`config.mk`:
```
export PLATFORM = sky130hd
export DESIGN_NAME = rng_digit_stream_flat
export DESIGN_NICKNAME = d
export VERILOG_FILES = /design/src/rtl/rng_digit_stream_pkg.sv /design/src/rtl/rng_digit_stream_if.sv /design/src/rtl/rng_digit_stream.sv /design/src/flat_wrapper.sv
export SDC_FILE = /design/constraint.sdc
export NUM_CORES = 1
export LEC_CHECK = 0
export ABC_AREA = 1
export BUFFER_PORTS_ARGS = -buffer_cell sky130_fd_sc_hd__buf_2
export CAP_MARGIN = 20
export CORE_MARGIN = 4
export CORE_UTILIZATION = 32
export DETAILED_ROUTE_END_ITERATION = 10
export GPL_TIMING_DRIVEN = 1
export PLACE_DENSITY = 0.61
export SYNTH_ARGS = -nofsm -noshare
export SYNTH_HDL_FRONTEND = slang
export SYNTH_SLANG_ARGS = --single-unit
```
`constraint.sdc`:
```
create_clock -name clk -period 2.1 [get_ports clk]
set_clock_uncertainty 0.15 [all_clocks]
set_input_delay 0.63 -clock clk [delete_from_list [all_inputs] [get_ports clk]]
set_output_delay 0.63 -clock clk [all_outputs]
set_load 0.02 [all_outputs]
```
`src/rtl/rng_digit_stream_pkg.sv`:
```
// rng_digit_stream_pkg: shared widths, FSM encodings and the index-width helper
package rng_digit_stream_pkg;
  localparam int DIGIT_DEF = 32;
  localparam int BLK_W = 96;
  localparam logic [2:0] S_IDLE  = 3'd0;
  localparam logic [2:0] S_REQ   = 3'd1;
  localparam logic [2:0] S_WAIT  = 3'd2;
  localparam logic [2:0] S_DRAIN = 3'd3;
  localparam logic [2:0] S_FIN   = 3'd4;
  function automatic int idx_width(input int n);
    return n > 1 ? $clog2(n) : 1;
  endfunction
endpackage

```
`src/rtl/rng_digit_stream_if.sv`:
```
// rng_digit_stream_if: word stream handshake plus the prng request/response bus
interface rng_digit_stream_if
  import rng_digit_stream_pkg::*;
#(
  parameter int DIGIT = DIGIT_DEF
);
  logic [DIGIT-1:0] word_out;
  logic             word_valid;
  logic             word_ready;
  logic             prng_in_ready;
  logic [BLK_W-1:0] prng_seed;
  logic             prng_mod;
  logic [BLK_W-1:0] prng_rng;
  logic             prng_out_ready;
  modport master (
    output word_out, word_valid, prng_in_ready, prng_seed, prng_mod,
    input  word_ready, prng_rng, prng_out_ready
  );
  modport slave (
    input  word_out, word_valid, prng_in_ready, prng_seed, prng_mod,
    output word_ready, prng_rng, prng_out_ready
  );
endinterface

```
`src/rtl/rng_digit_stream.sv`:
```
// rng_digit_stream: requests prng blocks with chained reseeding and streams them as DIGIT-bit words
module rng_digit_stream
  import rng_digit_stream_pkg::*;
#(
  parameter int DIGIT = DIGIT_DEF,
  parameter int CNT_W = 16
) (
  input  logic             clk,
  input  logic             rst_b,
  input  logic             start,
  input  logic [BLK_W-1:0] seed_in,
  input  logic [CNT_W-1:0] num_words,
  output logic             busy,
  output logic             done,
  rng_digit_stream_if.master io
);
  localparam int NW = BLK_W / DIGIT;
  localparam int IDX_W = idx_width(NW);
  localparam logic [IDX_W-1:0] LAST = IDX_W'(NW - 1);

  logic [2:0]       state_q, state_d;
  logic [BLK_W-1:0] seed_q, seed_d;
  logic [BLK_W-1:0] blk_q, blk_d;
  logic [CNT_W-1:0] remain_q, remain_d;
  logic [IDX_W-1:0] idx_q, idx_d;
  logic [31:0]      sa;
  logic [BLK_W-1:0] sh;
  logic             hs;

  // next-state logic: sequencing, chained reseed and word accounting
  always_comb begin
    state_d  = state_q;
    seed_d   = seed_q;
    blk_d    = blk_q;
    remain_d = remain_q;
    idx_d    = idx_q;
    hs       = io.word_ready;
    case (state_q)
      S_IDLE: if (start) begin
        seed_d   = seed_in;
        remain_d = num_words;
        state_d  = num_words == '0 ? S_FIN : S_REQ;
      end
      S_REQ: state_d = S_WAIT;
      S_WAIT: if (io.prng_out_ready) begin
        blk_d   = io.prng_rng;
        seed_d  = io.prng_rng;
        idx_d   = '0;
        state_d = S_DRAIN;
      end
      S_DRAIN: if (hs) begin
        remain_d = remain_q - CNT_W'(1);
        idx_d    = idx_q + IDX_W'(1);
        state_d  = remain_q == CNT_W'(1) ? S_FIN : idx_q == LAST ? S_REQ : S_DRAIN;
      end
      S_FIN: state_d = S_IDLE;
      default: state_d = S_IDLE;
    endcase
  end

  // state registers, cleared asynchronously so a mid-job reset drops the job
  always_ff @(posedge clk or negedge rst_b) begin
    if (!rst_b) begin
      state_q  <= S_IDLE;
      seed_q   <= '0;
      blk_q    <= '0;
      remain_q <= '0;
      idx_q    <= '0;
    end else begin
      state_q  <= state_d;
      seed_q   <= seed_d;
      blk_q    <= blk_d;
      remain_q <= remain_d;
      idx_q    <= idx_d;
    end
  end

  // most significant word first: shift the selected word up to the top of the block
  always_comb begin
    sa = 32'(idx_q) * 32'(DIGIT);
    sh = blk_q << sa;
  end

  assign io.word_out      = sh[BLK_W-1 -: DIGIT];
  assign io.word_valid    = state_q == S_DRAIN;
  assign io.prng_in_ready = state_q == S_REQ;
  assign io.prng_seed     = seed_q;
  assign io.prng_mod      = 1'b1;
  assign busy             = state_q != S_IDLE;
  assign done             = state_q == S_FIN;
endmodule
```
`src/flat_wrapper.sv`:
```
// flat-port wrapper written by rule: the top's interface ports become plain ports
module rng_digit_stream_flat import rng_digit_stream_pkg::*;
#(
  parameter int DIGIT = DIGIT_DEF,
  parameter int CNT_W = 16
)
  (clk, rst_b, start, seed_in, num_words, busy, done, io_word_out, io_word_valid, io_prng_in_ready, io_prng_seed, io_prng_mod, io_word_ready, io_prng_rng, io_prng_out_ready);
  rng_digit_stream_if #(.DIGIT(DIGIT)) io_i ();
  input  logic clk;
  input  logic rst_b;
  input  logic start;
  input  logic [BLK_W-1:0] seed_in;
  input  logic [CNT_W-1:0] num_words;
  output logic busy;
  output logic done;
  output wire logic [$bits(io_i.word_out)-1:0] io_word_out;
  output wire logic [$bits(io_i.word_valid)-1:0] io_word_valid;
  output wire logic [$bits(io_i.prng_in_ready)-1:0] io_prng_in_ready;
  output wire logic [$bits(io_i.prng_seed)-1:0] io_prng_seed;
  output wire logic [$bits(io_i.prng_mod)-1:0] io_prng_mod;
  input wire logic [$bits(io_i.word_ready)-1:0] io_word_ready;
  input wire logic [$bits(io_i.prng_rng)-1:0] io_prng_rng;
  input wire logic [$bits(io_i.prng_out_ready)-1:0] io_prng_out_ready;
  assign io_word_out = io_i.word_out;
  assign io_word_valid = io_i.word_valid;
  assign io_prng_in_ready = io_i.prng_in_ready;
  assign io_prng_seed = io_i.prng_seed;
  assign io_prng_mod = io_i.prng_mod;
  assign io_i.word_ready = io_word_ready;
  assign io_i.prng_rng = io_prng_rng;
  assign io_i.prng_out_ready = io_prng_out_ready;
  rng_digit_stream #(.DIGIT(DIGIT), .CNT_W(CNT_W)) u_core (.clk(clk), .rst_b(rst_b), .start(start), .seed_in(seed_in), .num_words(num_words), .busy(busy), .done(done), .io(io_i));
endmodule
```
==> impl_results.md <==
* Status: finished with violations
* Failing checks: setup timing
* DR WL met2 at 18800 um
* Leak at 6.80 nW
* Pin count of the biggest net entering global routing at 87
* Final WL at around 40000 um
* Uppermost layer routed: met5
* CTS tree: built
* Worst Path Required at 1.32 ns
* Antenna violations before repair at 5
* Slowest stage delay, CP at roughly 0.45 ns
* Reg area at between 5000 and 6000 um2
* Worst hold path type: in2reg
* Crit share post-route at 121%
* WL/cell at 20.8 um
* Via Count at a little under 10000
* Max_cap viols at 0
* Total gr overflow at 0
* Design area at ~14000 um2
* IO Port Bufs at 344
* Nets at between 1500 and 2000
* Final min period at approximately 2.5 ns
* First-pass GRT wire length at ~55000 um
* Fill count at 2975
* DR vias/cell at 5.05
* IO Count at approximately 350
* Drt initial violations at 648
* Layout cells sized above 1 at between 40% and 50%
* Cell area after synthesis at between 10000 and 15000 um2
* Reg2reg start: u_core.state_q[1]
* Max Fanout on Critical Path at 18
* Max Clk Rate at 394 MHz
* Top Family by Delay on Critical Path: flip-flops
* Crit. End Element: primary output
* Cell repeated most along the worst path: buf_6
* Post-route ant nets at 0
* Multi-input gate area at ~4700 um2
* Die area at 34300 um2
* Vert. Die Dim at 185 um
* CP Data Arrival Time at between 1.5 and 2 ns
* Critical-path cell list: buf_6, nor2_1, o31ai_4, buf_6
* Ys Warns at 0
* Finished Layout Cells at approximately 1900
* DP Wirelength at approximately 28000 um
* WL met1 at 17100 um
* Clk Latency, worst-skew pair at roughly 0.52 ns
* CTS Buf Count at 25
* All-Layer GR Usage at 20.8%
* Register bit total from synthesis at approximately 210
* Setup ws final at -0.437 ns
* CTS Sinks at 213
* Router iterations before antenna repair at 5
* Mean area per synthesized cell at 8.89 um2
* Metal3 WL at between 2000 and 3000 um
* Hold Vio Cnt, Final at 0
* Longest Clk Path Bufs at 3
* Core area at approximately 30000 um2
* Syn nets at around 1300
* DP Worst Slack at 0.0753 ns
* Crit start category: flip-flop
* H-tree depth at 1
* Die W at about 190 um
* PD cells at ~1800 nW/um2
* Dpl cells at between 1500 and 2000
* Pins over their slew limit at 0
* Initial core utilization at approximately a third
* Crit path from: u_core.idx_q[0]
* Critical path class: reg2out
* Root buf cell: clkbuf_16
* Start point of the worst hold path: io_prng_rng[35]
* Syn Inst Count at around 1100
* Gp weighted congestion at between 0.8 and 0.9
* DRC at 0
* Worst path slowest cell: dfrtp_2
* Area post-placement at 12700 um2
* Netlist cell types at 27
* Synth-to-Final Area Change at 44.0%
* CP bufs+invs at 2
* Vias in the first global route at roughly 9200
* Endpoints failing setup at 36
* Part of the Yosys area used for sequential elements at 53.0%
* Peak VDD IR at between 0.0006 and 0.0007 V
* Clock transition at path regs at around 0.06 ns
* Std cell rows at 64
* RSZ-0062 raised after global routing: true
-- logic make-up after synthesis --
family | Yosys count | share of synthesized area [%]
AOI/OAI and AO/OA | 153 | 9.71
adders and majority gates | 3 | 0.373
buffers and inverters | 101 | 4.12
DFF | 213 | 53.0
muxes | 96 | 10.8
other | 1 | 0.0373
and+or+nand+nor | 564 | 22.0
-- final timing paths --
| check | slack, ns | cells after the start | endpoint |
|---|---|---|---|
| max | -0.44 | 4 | io_word_out[14] |
| min | 0.18 | 2 | u_core.blk_q[35] |
| max reg2reg | 0.03 | 12 | u_core.state_q[1] |
| min reg2reg | 0.35 | 2 | u_core.remain_q[10] |
| max in group asynchronous | 0.76 | 3 | u_core.io.prng_seed[52] |
| min in group asynchronous | 0.45 | 2 | u_core.io.prng_seed[84] |
-- synth_stat cells --
cell type	n	area [um2]
buf_1	10	37.5
o21a_1	1	7.51
nor3_4	1	16.3
o21ai_0	18	90.1
nand2_2	1	6.26
inv_2	2	7.51
dfrtp_1	213	5330
o21bai_1	1	7.51
inv_1	22	82.6
o211ai_1	2	15.0
o31ai_1	32	240
ha_1	3	37.5
nand3b_1	2	15.0
nand3_1	46	230
nand4_1	2	12.5
nand2_1	300	1130
buf_4	1	7.51
clkbuf_1	41	154
buf_2	25	125
mux2_1	18	203
mux2_2	78	878
a21oi_1	3	15.0
or2_2	1	6.26
nor2_1	208	781
nor3_1	3	15.0
conb_1	1	3.75
a31oi_1	96	601
-- layout by cell type, fill, tap and decap left out, types with 16 or more instances in the layout --
cell,instances
buf_2,308
o31ai_2,22
mux2_2,78
buf_12,19
buf_4,60
clkbuf_16,32
nor2_1,194
nand3_1,42
inv_1,16
a31oi_1,96
mux2_1,18
nand2_1,296
o21ai_0,17
buf_6,31
dfrtp_1,208
-- timing repair --
item                                   4_1_cts  5_1_grt
gates cloned                                 1        9
hold buffers                                 1        0
gates resized for setup                     76       57
endpoints found under the hold margin       33        0
pin swaps                                    2        8
setup endpoints to repair                   36      150
setup buffers                               29       14
-- metrics by stage --
step / hold WS [ns] / setup TNS (ns) / utilization (%) / power (W)
2_1_floorplan: 0.184 / -0.486 / - / 0.0151
3_3_place_gp: 0.332 / 0 / 41.3 / 0.0196
3_5_place_dp: 0.338 / 0 / 41.3 / 0.0198
4_1_cts: 0.162 / -21.04 / 45.5 / 0.0252
5_1_grt: 0.177 / -14.68 / 47.1 / 0.0279
6_report: 0.182 / -12.33 / 47.1 / 0.0263
-- power by group --
part           internal [W]  switching (W)
Combinational       0.00602        0.00790
Clock               0.00260        0.00174
Sequential          0.00624        0.00182
Total                0.0149         0.0115
-- sequential cells by signal (all words and copies together) (netlist names) --
name and count:
u_core.idx_q 2, u_core.blk_q 96, u_core.state_q 3, u_core.remain_q 16, u_core.io.prng_seed 96
-- routing by layer --
| layer | vias to the layer above | track usage (%) |
|---|---|---|
| li1 | 4561 | - |
| met1 | 4722 | 28.6 |
| met2 | 372 | 32.6 |
| met3 | 72 | 4.16 |
| met4 | 6 | 7.90 |
| met5 | - | 0 |
-- area by class of cell --
class	instances	area share, %
timing repair buffer	432	20.8
sequential	213	36.9
antenna	1	0.0173
inverter	24	0.718
tap	396	3.42
clock buffer	36	4.95
clock inverter	7	0.640
multi-input combinational	817	32.5
No activity file was read; power rests on OpenSTA's default activity.
